## src/rtl/raw_stream_gen.sv

```systemverilog
// Synthetic raster source: emits 12-bit Bayer-domain test patterns with
// horizontal/vertical blanking on the same X/Y/DATA/DVAL stream as the capture stage.
module raw_stream_gen #(
    parameter int H_ACTIVE    = 640,
    parameter int V_ACTIVE    = 480,
    parameter int H_BLANK     = 16,
    parameter int V_BLANK_CYC = 64
) (
    input  logic        iCLK,
    input  logic        iRST,
    input  logic        iSTART,
    input  logic        iSTOP,
    input  logic [1:0]  iMODE,
    output logic [10:0] oX_Cont,
    output logic [10:0] oY_Cont,
    output logic [11:0] oDATA,
    output logic        oDVAL,
    output logic        oFRAME_DONE,
    output logic [15:0] oFrame_Cont,
    output logic        oBUSY
);

    typedef enum logic [1:0] {IDLE, LINE, HBLANK, VBLANK} state_t;

    localparam logic [10:0] X_LAST  = 11'(H_ACTIVE - 1);
    localparam logic [10:0] Y_LAST  = 11'(V_ACTIVE - 1);
    localparam logic [15:0] HB_LAST = 16'(H_BLANK - 1);
    localparam logic [15:0] VB_LAST = 16'(V_BLANK_CYC - 1);

    state_t      state, state_n;
    logic [15:0] blank_cnt, blank_cnt_n;
    logic [1:0]  mode_q, mode_n;
    logic        stop_pending, stop_n;
    logic [10:0] x_n, y_n;
    logic [11:0] data_n;
    logic        dval_n, done_n, load_px;
    logic [15:0] frames_n;

    function automatic logic [11:0] pattern(input logic [1:0] mode,
                                            input logic [10:0] px,
                                            input logic [10:0] py);
        logic [11:0] v;
        case (mode)
            2'd0: begin
                case ({py[0], px[0]})
                    2'b00:   v = 12'h800;
                    2'b01:   v = 12'hFFF;
                    2'b10:   v = 12'h000;
                    default: v = 12'h800;
                endcase
            end
            2'd1:    v = {px, 1'b0};
            2'd2:    v = {py, 1'b0};
            default: v = (px[3] ^ py[3]) ? 12'hFFF : 12'h000;
        endcase
        return v;
    endfunction

    // The output X/Y registers double as the raster position counters;
    // they simply hold through blanking and after a stop.
    always_comb begin
        state_n     = state;
        blank_cnt_n = blank_cnt;
        mode_n      = mode_q;
        stop_n      = stop_pending | iSTOP;
        x_n         = oX_Cont;
        y_n         = oY_Cont;
        load_px     = 1'b0;
        done_n      = 1'b0;
        frames_n    = oFrame_Cont;
        case (state)
            IDLE: begin
                stop_n = 1'b0;
                if (iSTART && !iSTOP) begin
                    state_n = LINE;
                    mode_n  = iMODE;
                    x_n     = '0;
                    y_n     = '0;
                    load_px = 1'b1;
                end
            end
            LINE: begin
                blank_cnt_n = '0;
                if (oX_Cont != X_LAST) begin
                    x_n     = oX_Cont + 11'd1;
                    load_px = 1'b1;
                end else if (oY_Cont != Y_LAST) begin
                    state_n = HBLANK;
                end else begin
                    state_n  = VBLANK;
                    done_n   = 1'b1;
                    frames_n = oFrame_Cont + 16'd1;
                end
            end
            HBLANK: begin
                blank_cnt_n = blank_cnt + 16'd1;
                if (blank_cnt == HB_LAST) begin
                    state_n = LINE;
                    x_n     = '0;
                    y_n     = oY_Cont + 11'd1;
                    load_px = 1'b1;
                end
            end
            VBLANK: begin
                blank_cnt_n = blank_cnt + 16'd1;
                // A stop seen on the very last blanking cycle still ends the run here.
                if (blank_cnt == VB_LAST) begin
                    if (stop_pending || iSTOP) begin
                        state_n = IDLE;
                        stop_n  = 1'b0;
                    end else begin
                        state_n = LINE;
                        mode_n  = iMODE;
                        x_n     = '0;
                        y_n     = '0;
                        load_px = 1'b1;
                    end
                end
            end
            default: state_n = IDLE;
        endcase
        dval_n = load_px;
        data_n = load_px ? pattern(mode_n, x_n, y_n) : oDATA;
    end

    always_ff @(posedge iCLK) begin
        if (iRST) begin
            state        <= IDLE;
            blank_cnt    <= '0;
            mode_q       <= '0;
            stop_pending <= 1'b0;
            oX_Cont      <= '0;
            oY_Cont      <= '0;
            oDATA        <= '0;
            oDVAL        <= 1'b0;
            oFRAME_DONE  <= 1'b0;
            oFrame_Cont  <= '0;
            oBUSY        <= 1'b0;
        end else begin
            state        <= state_n;
            blank_cnt    <= blank_cnt_n;
            mode_q       <= mode_n;
            stop_pending <= stop_n;
            oX_Cont      <= x_n;
            oY_Cont      <= y_n;
            oDATA        <= data_n;
            oDVAL        <= dval_n;
            oFRAME_DONE  <= done_n;
            oFrame_Cont  <= frames_n;
            oBUSY        <= (state_n != IDLE);
        end
    end

endmodule

```

## config.mk

```make
export PLATFORM = sky130hd
export DESIGN_NAME = raw_stream_gen
export DESIGN_NICKNAME = d
export VERILOG_FILES = /design/src/rtl/raw_stream_gen.sv
export SDC_FILE = /design/constraint.sdc
export NUM_CORES = 1
export LEC_CHECK = 0
export CORE_UTILIZATION = 54
export CTS_BUF_LIST = sky130_fd_sc_hd__clkbuf_8 sky130_fd_sc_hd__clkbuf_16
export DETAILED_ROUTE_END_ITERATION = 16
export PLACE_DENSITY = 0.92
export SLEW_MARGIN = 10
export SYNTH_ARGS = -nofsm -noshare
export SYNTH_HDL_FRONTEND = slang
export SYNTH_SLANG_ARGS = --single-unit
```

## constraint.sdc

```tcl
create_clock -name iCLK -period 3.7 [get_ports iCLK]
set_clock_uncertainty 0.1 [all_clocks]
set_input_delay 1.11 -clock iCLK [delete_from_list [all_inputs] [get_ports iCLK]]
set_output_delay 1.11 -clock iCLK [all_outputs]
set_load 0.03 [all_outputs]
```

# After elaboration in Yosys (flattened, before gate mapping)
# Index checks and enable logic that the tools add are counted.
# classes
bitwise_logic	5
n_reduce_logical	10
eq_ne	11
mux	36
addsub	4
# op_table
cell	count
2-to-1 mux 11 bit	9
case mux 11 bit (4 select lines)	1
case mux 12 bit (3 select lines)	1
case mux 11 bit (3 select lines)	1
adder 16 x 1 -> 16 bit (second input constant)	2
case mux 16 bit (2 select lines)	1
case mux 12 bit (2 select lines)	1
adder 11 x 1 -> 11 bit (second input constant)	2
equality test 16 x 4 -> 1 bit (second input constant)	1
equality test 16 x 6 -> 1 bit (second input constant)	1
2-to-1 mux 2 bit	7
2-to-1 mux 12 bit	1
inequality test 11 x 10 -> 1 bit (second input constant)	1
inequality test 11 x 9 -> 1 bit (second input constant)	1
2-to-1 mux 1 bit	10
equality test 2 bit (second input constant)	4
case mux 2 bit (4 select lines)	1
equality test 2 x 1 -> 1 bit (second input constant)	3
zero test 2 bit	2
case mux 1 bit (4 select lines)	1
case mux 2 bit (2 select lines)	1
nonzero test 2 bit	2
inverter 1 bit	3
AND reduction 3 bit	1
8 further kinds	8
# totals
elab_cells	77
input_bits	6
register_bits	74

# Longest topological paths before layout
# depth
ltp_word	7
depth_mapped	11
depth_no_buf	10

# Worst setup path after synthesis
# No wires, ideal clock.
# synth_path
path_kind	in2reg
startpoint	input port iSTOP
endpoint	register oDATA[10]
setup_slack_ns	0.379
setup_ns	0.074
arrival_time_ns	3.147
t_required_ns	3.526
stages	8
cell_sequence	or2_2 -> a221o_1 -> a22o_1 -> a311oi_2 -> nand2_1 -> o32ai_1 -> nor2_1 -> o21ai_0
# synth_via
elab_chain_cells	7
elab_cells_between_ends	28
classes_between	eq/ne (4); mux (19); bitwise (1); reduce/logical (4)
# synth_lines
element	line	source
from (decl)	12	input logic iSTOP,
logical OR 1 bit or zero test 1 bit (tied branches)	108, 74	
2-to-1 mux 11 bit or logical AND 1 bit (tied branches)	108, 74	
2-to-1 mux 11 bit, on equally long branches	107, 74	
case mux 11 bit (4 select lines) or case mux 11 bit (3 select lines) (tied branches)	71	case (state)
equality test 2 bit (tied with other cells)	45	case ({py[0], px[0]})
case mux 12 bit (2 select lines) or 2-to-1 mux 12 bit (tied branches)	45, 54	
case mux 12 bit (3 select lines)	43	case (mode)
to (signal assigned)	146	oDATA <= data_n;
to (decl)	16	output logic [11:0] oDATA,
# Several ways; a longest one is shown, not always the timed one.
# A chain may end at the register's enable or synchronous reset.

# Worst setup path after layout
# layout_path
startpoint	input port iSTOP
endpoint	register oDATA[2]
# Same word-level chain as after synthesis.

==> out/results.tsv <==
metric	value	unit
Post-synth EDFFs	0	
crit start category	input pin	
RSZ-0062 raised after global routing	no	
fmax	276	MHz
Clock Path Buffers	2	
Hold Vio Cnt, Final	0	
worst rel slew slack	50.5	%
Via density	6.11	
global-route wire length before repair	17800	um
first-pass detailed-route iteration total	9	
dpl hpwl	8210	um
critical hold path startpoint	oDATA[9]	
synth top area cells	dfxtp_1, nor2_1, nand2_1	
Vias	4066	
grt met1 use	40.2	%
Hold Crit Class	reg -> reg	
grt met3 use	6.54	%
CTS sink count	74	
outcome	complete, no violations	
H-tree depth	3	
grt ovf	0	
Yosys warning total	0	
largest net degree at the start of global routing	23	
CP Data Required Time	3.89	ns
Antenna Diode Count	0	
Slew Viols, Final	0	
biggest cell delay along the critical path	0.72	ns
Post-Route WL	11400	um
area of the multi-input gates	0.00235	mm2
std cell rows	30	
clock root buffer	clkbuf_8	
worst setup margin	0.0728	ns
Slowest cell on crit path	a2111oi_1	
Buffers on Ports	58	
design area	0.00494	mm2
syn_nets	507	
Post-CTS Setup Inserts	0	
Synth-to-Final Area Change	25.7	%
VDD IR max	0.353	mV
placed cell areas	0.00472	mm2
residual DRC count	0	
Leak Pwr	0.00175	uW
WP buf/inv	2	
Setup crit start	iSTOP	
crit path DAT	3.82	ns
Final Wtd Congestion	0.986	
Slew @ Worst Pin	0.740	ns
largest area contributor in the netlist	dfxtp_1	
Starting DRT DRC Count	331	
Synth Register Bits	74	
maxcap violations	0	
Clk pin slew, worst setup/hold paths	0.08	ns
core box area	0.00691	mm2
FF-to-FF Start	blank_cnt[0]	
CTS Buf Count	9	
vias in the first global route	3562	
GR peak layer	met2	
die width	87.3	um
GR Util met2	49.1	%
TritonCTS clock tree	yes	
fin nets	578	
Final Setup Violations	0	
Async SR Flop Fraction	0	%
final core utilization	71.5	%
power density over the cells	362	mW/mm2
starting density of the core	56.9	%
CP max FO	5	
CP delay by family, top	compound AO/OA/AOI/OAI gates	
hold slack	0.377	ns
pre-CTS setup slack	-0.243	ns
post-route ant nets	0	
Top FF cell, synth	dfxtp_1	
share of layout cells above drive strength 1	9.84	%
area of the die	0.00762	mm2
period utilization	98.0	%
wire per inst	17.1	um
Synth Area per Inst	7.97	um2
Syn Std Cell Area	0.00393	mm2
Die Y	87.3	um
post-synthesis cell type count	65	
initial antenna violation count	0	
cell count after synthesis	493	
Seq/Total Area, Yosys	37.7	%
boundary pin count	59	
CP Capture Type	flip-flop	
overall global routing resource usage	30.6	%
Reg area	0.00148	mm2
class of the most critical setup path	in -> reg	
CP Cell Sequence	clkdlybuf4s50_1 > buf_4 > nor3_1 > nand3_1 > nor2_1 > a311o_1 > nand2_1 > a2111oi_1 > a211oi_1 > o21ai_0	
Tmin final	3.63	ns
Synth top area share	37.7	%
Clk Latency, worst-skew pair	0.37	ns
Filler Cell Count	567	
==> synthesized netlist by cell type, types with 2 or more instances <==
master	count
a21oi_1	22
o21ai_1	2
nor2b_1	8
dfxtp_1	74
a31oi_1	12
o32ai_1	3
mux2i_1	5
nand4_1	11
a311o_1	2
a22o_1	5
a211oi_1	4
nor4b_1	2
o22ai_1	6
clkbuf_1	21
a221o_1	3
nor3_1	16
inv_1	7
a2111oi_0	2
or3_1	7
and2_1	5
and3_1	11
nor4_1	4
or2_2	3
o41a_1	2
a311oi_1	2
nand2_1	56
o31ai_1	5
nand3_1	21
o22a_1	2
nor2_1	83
ha_1	8
xnor2_1	7
xor2_1	20
o21ai_0	17
nand2b_1	3
o2bb2ai_1	2
nor4bb_1	2
==> worst paths after layout <==
check | end | slack (ns) | depth (start not counted)
worst max register to register | oDATA[10] | 0.51 | 9
worst min-delay path | oDATA[9] | 0.38 | 2
worst min register to register | oDATA[9] | 0.38 | 2
worst max-delay path | oDATA[2] | 0.07 | 10
==> metrics by stage <==
step | std cells | TNS (ns) | power (uW)
2_1_floorplan | 493 | 0 | 1020
6_report | 665 | 0 | 1790
3_3_place_gp | 649 | -0.180 | 1120
5_1_grt | 665 | 0 | 1850
4_1_cts | 665 | 0 | 1780
3_5_place_dp | 649 | -0.629 | 1130
==> cell usage in the layout, fill, tap and decap left out, types with 6 or more instances in the layout <==
| cell | Yosys | final |
|---|---|---|
| nor2_1 | 83 | 83 |
| dfxtp_1 | 74 | 74 |
| clkdlybuf4s50_1 | 0 | 57 |
| nand2_1 | 56 | 56 |
| buf_4 | 0 | 23 |
| a21oi_1 | 22 | 22 |
| nand3_1 | 21 | 21 |
| xor2_1 | 20 | 20 |
| o21ai_0 | 17 | 17 |
| nor3_1 | 16 | 16 |
| a31oi_1 | 12 | 12 |
| and3_1 | 11 | 11 |
| nand4_1 | 11 | 11 |
| clkbuf_8 | 0 | 11 |
| nor2b_1 | 8 | 8 |
| ha_1 | 8 | 8 |
| inv_1 | 7 | 7 |
| or3_1 | 7 | 7 |
| xnor2_1 | 7 | 7 |
| o22ai_1 | 6 | 6 |
==> area by class of cell <==
class | instances | share of cell area, %
clock buffers | 11 | 3.07
clock inverters | 5 | 1.22
inverters | 7 | 0.532
multi-input cells | 391 | 47.6
flip-flops and latches | 74 | 30.0
well taps | 96 | 2.43
repair buffers | 81 | 15.2
==> worst register-to-register path, cell delays in order, from the launching register on <==
cell     delay [ns]
dfxtp_1        0.38
ha_1           0.23
or4bb_1        0.55
o41a_1         0.47
and3_1         0.24
nor3_4         0.15
xnor2_1        0.19
o32ai_4        0.45
nor2_1         0.10
o21ai_0        0.23
==> layer usage <==
metal / part of all wire, % / routed length (um)
met5: 0 / 0
met4: 2.1 / 239
met3: 9.7 / 1100
met2: 46 / 5210
met1: 42 / 4830
==> cells by family after synthesis <==
family                   count (synthesis)  share of synthesized area [%]
AND/OR/NAND/NOR                        245                           30.2
buffers and inverters                   28                           2.68
XOR/XNOR                                27                           6.02
flip-flops                              74                           37.7
multiplexers                             6                           1.56
AO/OA/AOI/OAI                          105                           19.3
adder cells (fa/ha/maj)                  8                           2.55
==> repair_timing <==
item / 4_1_cts / 5_1_grt
hold buffers: 0 / 0
endpoints found under the setup margin: 0 / 1
gates resized for setup: 0 / 1
hold endpoints to repair: 0 / 0
==> report_power, final <==
group          switching [uW]  total, uW  internal [uW]
combinational             183        291            108
clock                     320        670            350
sequential               12.9        828            815
==> registers in the layout, indices dropped and copies added (netlist names) <==
signal and flops:
blank_cnt 16, mode_q 2, oBUSY 1, oDATA 12, oDVAL 1, oFRAME_DONE 1
oFrame_Cont 16, oX_Cont 11, oY_Cont 11, state 2, stop_pending 1
Note: power is estimated with default switching activity, not from simulation.
